### src/rtl/loop_pkg.sv
// Shared types and defaults for the loop SRAM sequencer.
package loop_pkg;

  localparam int unsigned             LOOP_ADDR_W = 20;
  localparam logic [LOOP_ADDR_W-1:0]  LOOP_MAX    = 20'hFFFFF;
  localparam int unsigned             SAMPLE_W    = 16;

  typedef enum logic [1:0] {
    IDLE    = 2'd0,
    REC     = 2'd1,
    PLAY    = 2'd2,
    OVERDUB = 2'd3
  } loop_state_e;

  typedef enum logic [1:0] {
    A_IDLE = 2'd0,
    A_RD   = 2'd1,
    A_CAP  = 2'd2,
    A_WR   = 2'd3
  } acc_state_e;

endpackage

### src/rtl/loop_mix_sat.sv
// 16-bit signed saturating adder for overdub mixing; only built when LOOP_OVERDUB_EN is defined.
`ifdef LOOP_OVERDUB_EN
module loop_mix_sat
  import loop_pkg::*;
(
  input  logic [SAMPLE_W-1:0] i_a,
  input  logic [SAMPLE_W-1:0] i_b,
  output logic [SAMPLE_W-1:0] o_sum_c
);

  logic [SAMPLE_W:0] w_sum;

  // One guard bit; overflow shows as disagreement between the top two bits.
  always_comb begin
    w_sum   = {i_a[SAMPLE_W-1], i_a} + {i_b[SAMPLE_W-1], i_b};
    o_sum_c = w_sum[SAMPLE_W-1:0];
    if (w_sum[SAMPLE_W] != w_sum[SAMPLE_W-1]) begin
      o_sum_c = w_sum[SAMPLE_W] ? {1'b1, {(SAMPLE_W-1){1'b0}}} : {1'b0, {(SAMPLE_W-1){1'b1}}};
    end
  end

endmodule
`endif

### src/rtl/loop_sram_ctrl.sv
// Looper sequencer: records one sample per frame into external SRAM, then replays it as a loop.
// Define LOOP_OVERDUB_EN to add the OVERDUB state (read, saturating mix, write back).
module loop_sram_ctrl #(
  parameter int unsigned             LOOP_ADDR_W = loop_pkg::LOOP_ADDR_W,
  parameter logic [LOOP_ADDR_W-1:0]  LOOP_MAX    = LOOP_ADDR_W'(loop_pkg::LOOP_MAX)
) (
  input  logic                          i_clk,
  input  logic                          i_rst_n,
  input  logic                          i_sample_valid,
  input  logic [loop_pkg::SAMPLE_W-1:0] i_sample,
  input  logic                          i_key,
  input  logic                          i_clear,
  output logic [loop_pkg::SAMPLE_W-1:0] o_play_sample,
  output logic                          o_play_valid,
  output logic [1:0]                    o_state,
  output logic [LOOP_ADDR_W-1:0]        o_loop_len,
  output logic                          o_overrun,
  output logic [LOOP_ADDR_W-1:0]        o_SRAM_ADDR,
  output logic [loop_pkg::SAMPLE_W-1:0] o_sram_wdata,
  output logic                          o_sram_dq_oe,
  input  logic [loop_pkg::SAMPLE_W-1:0] i_sram_rdata,
  output logic                          o_SRAM_WE_N,
  output logic                          o_SRAM_OE_N,
  output logic                          o_SRAM_CE_N,
  output logic                          o_SRAM_LB_N,
  output logic                          o_SRAM_UB_N
);
  import loop_pkg::*;

  loop_state_e              r_state, w_state_nxt, r_kind;
  acc_state_e               r_acc, w_acc_nxt;
  logic [LOOP_ADDR_W-1:0]   r_wp, r_rp, r_len, r_addr;
  logic [LOOP_ADDR_W-1:0]   w_wp_nxt, w_rp_nxt, w_len_nxt, w_wp_inc, w_rp_inc;
  logic [SAMPLE_W-1:0]      r_play_sample, r_wdata, w_ovd_wdata;
  logic                     r_play_valid, r_overrun, r_dq_oe, r_we_n, r_oe_n;
  logic                     w_accept, w_drop, w_idle_strobe, w_wr_done, w_cap_done;

`ifdef LOOP_OVERDUB_EN
  logic [SAMPLE_W-1:0] r_ovd_sample;

  always_ff @(posedge i_clk or negedge i_rst_n) begin
    if (!i_rst_n)      r_ovd_sample <= '0;
    else if (w_accept) r_ovd_sample <= i_sample;
  end

  loop_mix_sat u_mix (
    .i_a     (i_sram_rdata),
    .i_b     (r_ovd_sample),
    .o_sum_c (w_ovd_wdata)
  );
`else
  assign w_ovd_wdata = i_sram_rdata;
`endif

  assign w_accept      = i_sample_valid && (r_acc == A_IDLE) && (r_state != IDLE);
  assign w_idle_strobe = i_sample_valid && (r_acc == A_IDLE) && (r_state == IDLE);
  assign w_drop        = i_sample_valid && (r_acc != A_IDLE);
  assign w_wr_done     = (r_acc == A_WR) && (r_kind == REC);
  assign w_cap_done    = (r_acc == A_CAP);
  assign w_wp_inc      = r_wp + LOOP_ADDR_W'(1);
  assign w_rp_inc      = r_rp + LOOP_ADDR_W'(1);

  // Access sequencer: one pass per accepted strobe, kind fixed at strobe time.
  always_comb begin
    w_acc_nxt = r_acc;
    case (r_acc)
      A_IDLE: if (w_accept) w_acc_nxt = (r_state == REC) ? A_WR : A_RD;
      A_RD:   w_acc_nxt = A_CAP;
      A_CAP:  w_acc_nxt = (r_kind == OVERDUB) ? A_WR : A_IDLE;
      A_WR:   w_acc_nxt = A_IDLE;
    endcase
  end

  // Looper state and pointers; clear overrides key, key overrides auto-stop.
  always_comb begin
    w_state_nxt = r_state;
    w_wp_nxt    = r_wp;
    w_rp_nxt    = r_rp;
    w_len_nxt   = r_len;
    if (w_wr_done) w_wp_nxt = w_wp_inc;
    if (w_cap_done) w_rp_nxt = (w_rp_inc == r_len) ? '0 : w_rp_inc;
    if (w_wr_done && (r_state == REC) && (w_wp_inc == LOOP_MAX)) begin
      w_state_nxt = PLAY;
      w_len_nxt   = LOOP_MAX;
      w_rp_nxt    = '0;
    end
    if (i_key) begin
      case (r_state)
        IDLE: begin
          w_state_nxt = REC;
          w_wp_nxt    = '0;
        end
        REC: begin
          if (r_wp == '0) begin
            w_state_nxt = IDLE;
            w_len_nxt   = '0;
          end else begin
            w_state_nxt = PLAY;
            w_len_nxt   = r_wp;
            w_rp_nxt    = '0;
          end
        end
        PLAY: begin
`ifdef LOOP_OVERDUB_EN
          w_state_nxt = OVERDUB;
`endif
        end
        OVERDUB: w_state_nxt = PLAY;
      endcase
    end
    if (i_clear) begin
      w_state_nxt = IDLE;
      w_len_nxt   = '0;
      w_wp_nxt    = '0;
      w_rp_nxt    = '0;
    end
  end

  // SRAM strobes are registered from the next access state so they align with it.
  always_ff @(posedge i_clk or negedge i_rst_n) begin
    if (!i_rst_n) begin
      r_state       <= IDLE;
      r_acc         <= A_IDLE;
      r_kind        <= IDLE;
      r_wp          <= '0;
      r_rp          <= '0;
      r_len         <= '0;
      r_addr        <= '0;
      r_wdata       <= '0;
      r_dq_oe       <= 1'b0;
      r_we_n        <= 1'b1;
      r_oe_n        <= 1'b1;
      r_play_sample <= '0;
      r_play_valid  <= 1'b0;
      r_overrun     <= 1'b0;
    end else begin
      r_state      <= w_state_nxt;
      r_acc        <= w_acc_nxt;
      r_wp         <= w_wp_nxt;
      r_rp         <= w_rp_nxt;
      r_len        <= w_len_nxt;
      r_we_n       <= (w_acc_nxt != A_WR);
      r_oe_n       <= !((w_acc_nxt == A_RD) || (w_acc_nxt == A_CAP));
      r_dq_oe      <= (w_acc_nxt == A_WR);
      r_play_valid <= w_cap_done;
      r_overrun    <= w_drop;
      if (w_accept) begin
        r_kind  <= r_state;
        r_addr  <= (r_state == REC) ? r_wp : r_rp;
        r_wdata <= i_sample;
      end
      if (w_cap_done && (r_kind == OVERDUB)) r_wdata <= w_ovd_wdata;
      if (w_cap_done)         r_play_sample <= i_sram_rdata;
      else if (w_idle_strobe) r_play_sample <= '0;
    end
  end

  assign o_play_sample = r_play_sample;
  assign o_play_valid  = r_play_valid;
  assign o_state       = r_state;
  assign o_loop_len    = r_len;
  assign o_overrun     = r_overrun;
  assign o_SRAM_ADDR   = r_addr;
  assign o_sram_wdata  = r_wdata;
  assign o_sram_dq_oe  = r_dq_oe;
  assign o_SRAM_WE_N   = r_we_n;
  assign o_SRAM_OE_N   = r_oe_n;
  assign o_SRAM_CE_N   = 1'b0;
  assign o_SRAM_LB_N   = 1'b0;
  assign o_SRAM_UB_N   = 1'b0;

endmodule

### config.mk
export PLATFORM = sky130hd
export DESIGN_NAME = loop_sram_ctrl
export DESIGN_NICKNAME = d
export VERILOG_FILES = /design/src/rtl/loop_pkg.sv /design/src/rtl/loop_mix_sat.sv /design/src/rtl/loop_sram_ctrl.sv
export SDC_FILE = /design/constraint.sdc
export NUM_CORES = 1
export LEC_CHECK = 0
export BUFFER_PORTS_ARGS = -buffer_cell sky130_fd_sc_hd__buf_4
export CAP_MARGIN = 0
export CORE_ASPECT_RATIO = 0.75
export CORE_MARGIN = 1
export CORE_UTILIZATION = 42
export DETAILED_ROUTE_END_ITERATION = 8
export GPL_TIMING_DRIVEN = 0
export HOLD_SLACK_MARGIN = 0.03
export PLACE_DENSITY = 0.66
export REMOVE_ABC_BUFFERS = 1
export SLEW_MARGIN = 20
export SYNTH_ARGS = -nofsm -noshare
export SYNTH_HDL_FRONTEND = slang
export SYNTH_SLANG_ARGS = --single-unit
### constraint.sdc
create_clock -name i_clk -period 6.7 [get_ports i_clk]
set_clock_uncertainty 0.05 [all_clocks]
set_input_delay 0.335 -clock i_clk [delete_from_list [all_inputs] [get_ports i_clk]]
set_output_delay 0.335 -clock i_clk [all_outputs]
set_load 0.02 [all_outputs]
==> out/metrics.cfg <==
[synth]
syn_inst=736
synthArstFlopShare_pct=100.0
synth-seq-area-share_pct=45.75
synth-simple-area-share_pct=20.01
ys_ff_latch=123
synth_edf_count=0
synth_cell_type_count=60
yosys.area_share.adder_pct=0.9290
synth_compound_area_share_pct=14.92
syn_avg_cell_area_sq_um=9.149
synth_xor_area_share_pct=7.153
yosysWarnings=0
synth_area_sq_mm=0.006734
synth.area.mux_share_pct=4.924
synth_top_family_by_area=simple AND/OR/NAND/NOR gates
synthFlopType=dfrtp_1

[worst_setup_path]
crit_start=r_rp[2]
crit_type=register to register
ff2ff_path_depth=7
slowest_stage=nor4_4
crit_path_end_kind=register
reg2reg_from=r_rp[2]
r2r-end=r_rp[1]
crit_path_max_fanout=19
required_ns=6.88
worstSetupStartpointType=register
cp_slowest_stage_delay_ns=1.02
r2r_slack_ns=3.21
crit_chain=nand2_1, nor4_2, nand3_1, o2bb2ai_1, o2111ai_1, nor4_4, a2111oi_0
critPathArrivalTime_ns=3.67
critPathCapture=r_rp[1]

[timing]
fmax_ghz=0.2862
tightest_slew_ns=1.109
hold_viol=0
finalCritPeriodShare_pct=52.15
finalSetupViolations=0
rsz0062_at_grt=false
setup_ws_ns=3.206
slew_headroom_pct=25.52
slew_violations=0
min_period_ns=3.494

[routing]
drt-total-wl_um=18630
drt_iter0_drc=410
drc=0
wl_per_cell_um=18.12
drt_first_pass_iters=6
viasPerCell=5.678
dr_total_vias=5837
ant_nets=0

[cells_and_area]
n_antenna_cell=0
mostFrequentLayoutCells=dfrtp_1, buf_4, nor2_1
drive_gt1_share_pct=20.66
fin_nets=852
layout_commonest_cell=dfrtp_1
syn_to_final_growth_pct=23.13
fillers=1413
design_area_sq_mm=0.008292

[grt]
grt_pass1_vias=5865
grt_pass1_wl_um=30850
grt-ovfl-total=0
grtUsageTotal_pct=24.13
grt_start_max_net_pins=68
antenna_found_initial=0

[status]
status=complete, no violations

[clock_network]
htree_num_levels=4
cts_sinks=123
path_clk_slew_ns=0.06
cts_tree=yes
cts_buffer_depth=2
cts_buffers=17
ctsResizeCount=0
cts_setup_buffers=0
cts-root-buf=clkbuf_16
hold_buffers=1
clkLatencyLatePin_ns=0.42

[die]
die_height_um=111.7
start_util_pct=43.53
num_io_pins=119
dieArea_sq_mm=0.01655
coreArea_sq_mm=0.01547
die_w_um=148.2
num_rows=39

[placement]
place_ws_ns=3.153
post-dp-hpwl_um=12920
gp_congestion=0.8865
placed_area_sq_mm=0.007704
port_buffers=115

[worst_hold_path]
hold_path.class=primary input to register

[pwr]
p_leak_nw=3.743
irDropWorstVdd_uv=241.6
p_per_area_mw_per_mm2=257.5

[flow_run]
max_cap_viol_count=0

## logic make-up (layout without fill, tap and decap cells)
group                      after synthesis  count (layout)
and+or+nand+nor                        269             269
buffers and inverters                   97             182
muxes                                   33              33
AOI/OAI and AO/OA                      153             153
adders and majority gates                5               5
other                                    1               3
DFF                                    123             123
xor gates and xnor gates                55              55
## per-stage QoR
stage	instances	util, %	hold WS (ns)	setup TNS [ns]	power (W)
floorplan	669	-	-0.01059	0	0.001073
global placement	989	48.77	0.4110	-0.02046	0.001251
detailed placement	995	49.80	0.2852	0	0.001268
CTS	1028	53.57	0.07258	0	0.002157
global route	1028	53.60	0.07483	0	0.002234
finish	1028	53.60	0.09270	0	0.002135
## cells in the mapped netlist, drive strengths merged (3+ instances only)
cell type  instances  area, sq um
ha                 5        62.56
buf               26        155.2
nor4              29        215.2
nor2              78        292.8
or3                7        43.79
a21o               3        22.52
a21oi             52        260.3
o21ai             31        155.2
o211ai             4        30.03
a22o              16        140.1
clkbuf            43        161.4
and2               4        25.02
nand2             71        269.0
nand4b             3        26.28
xnor2             28        245.2
or2                4        25.02
xor2              27        236.5
and4               6        52.55
mux2i             32        320.3
a211oi             4        30.03
nor3              13        65.06
dfrtp            121         3028
o31ai              3        22.52
a221oi            19        166.4
nand3             21        105.1
nand4             13        81.33
o22ai              3        18.77
nand2b             3        18.77
inv               28        105.1
and3               7        43.79
## cell type report
type | instances | area [sq um] | share of cell area [%]
well taps | 205 | 256.5 | 3.093
repair buffers | 122 | 1002 | 12.09
clock inverters | 12 | 116.4 | 1.403
inverters | 28 | 105.1 | 1.268
flip-flops and latches | 123 | 3080 | 37.15
multi-input cells | 518 | 3274 | 39.49
clock buffers | 20 | 456.7 | 5.508
## critical path, delay by kind of cell (launching register included)
kind | cells | cell delay (ns)
AO/OA/AOI/OAI | 3 | 0.66
flip-flops | 1 | 0.51
AND/OR/NAND/NOR | 4 | 2.09
## state kept, by name, summed over array words and instances (netlist names), 2 cells and up
| name | cells |
|---|---|
| r_rp | 20 |
| o_SRAM_ADDR | 20 |
| r_acc | 2 |
| o_loop_len | 20 |
| o_state | 2 |
| r_wp | 20 |
| o_play_sample | 16 |
| r_kind | 2 |
| o_sram_wdata | 16 |
## power breakdown
| part | switching (W) | internal, W |
|---|---|---|
| sequential | 0.0000484 | 0.000812 |
| clock | 0.000348 | 0.000532 |
| combinational | 0.000226 | 0.000169 |
## layer usage
layer	track usage, %	up-vias	part of all wire (%)	wire (um)
met3	7.213	20	7.9	1465
met1	32.69	2836	47	8691
met2	36.43	229	44	8184
met5	0	-	0	0
li1	-	2752	-	-
met4	8.935	0	1.6	289
## worst min path at each step
stage / slack (ns) / cells after the start / endpoint / start
after CTS: 0.07 / 2 / o_play_sample[3] / i_sram_rdata[3]
after global routing: 0.07 / 2 / o_play_sample[6] / i_sram_rdata[6]
after global placement: 0.41 / 1 / o_SRAM_ADDR[19] / o_SRAM_ADDR[19]
final: 0.09 / 2 / o_play_sample[6] / i_sram_rdata[6]
after floorplan: -0.01 / 0 / o_SRAM_ADDR[0] / i_rst_n
after detailed placement: 0.29 / 1 / o_SRAM_ADDR[14] / i_rst_n
Note: power is estimated with default switching activity, not from simulation.
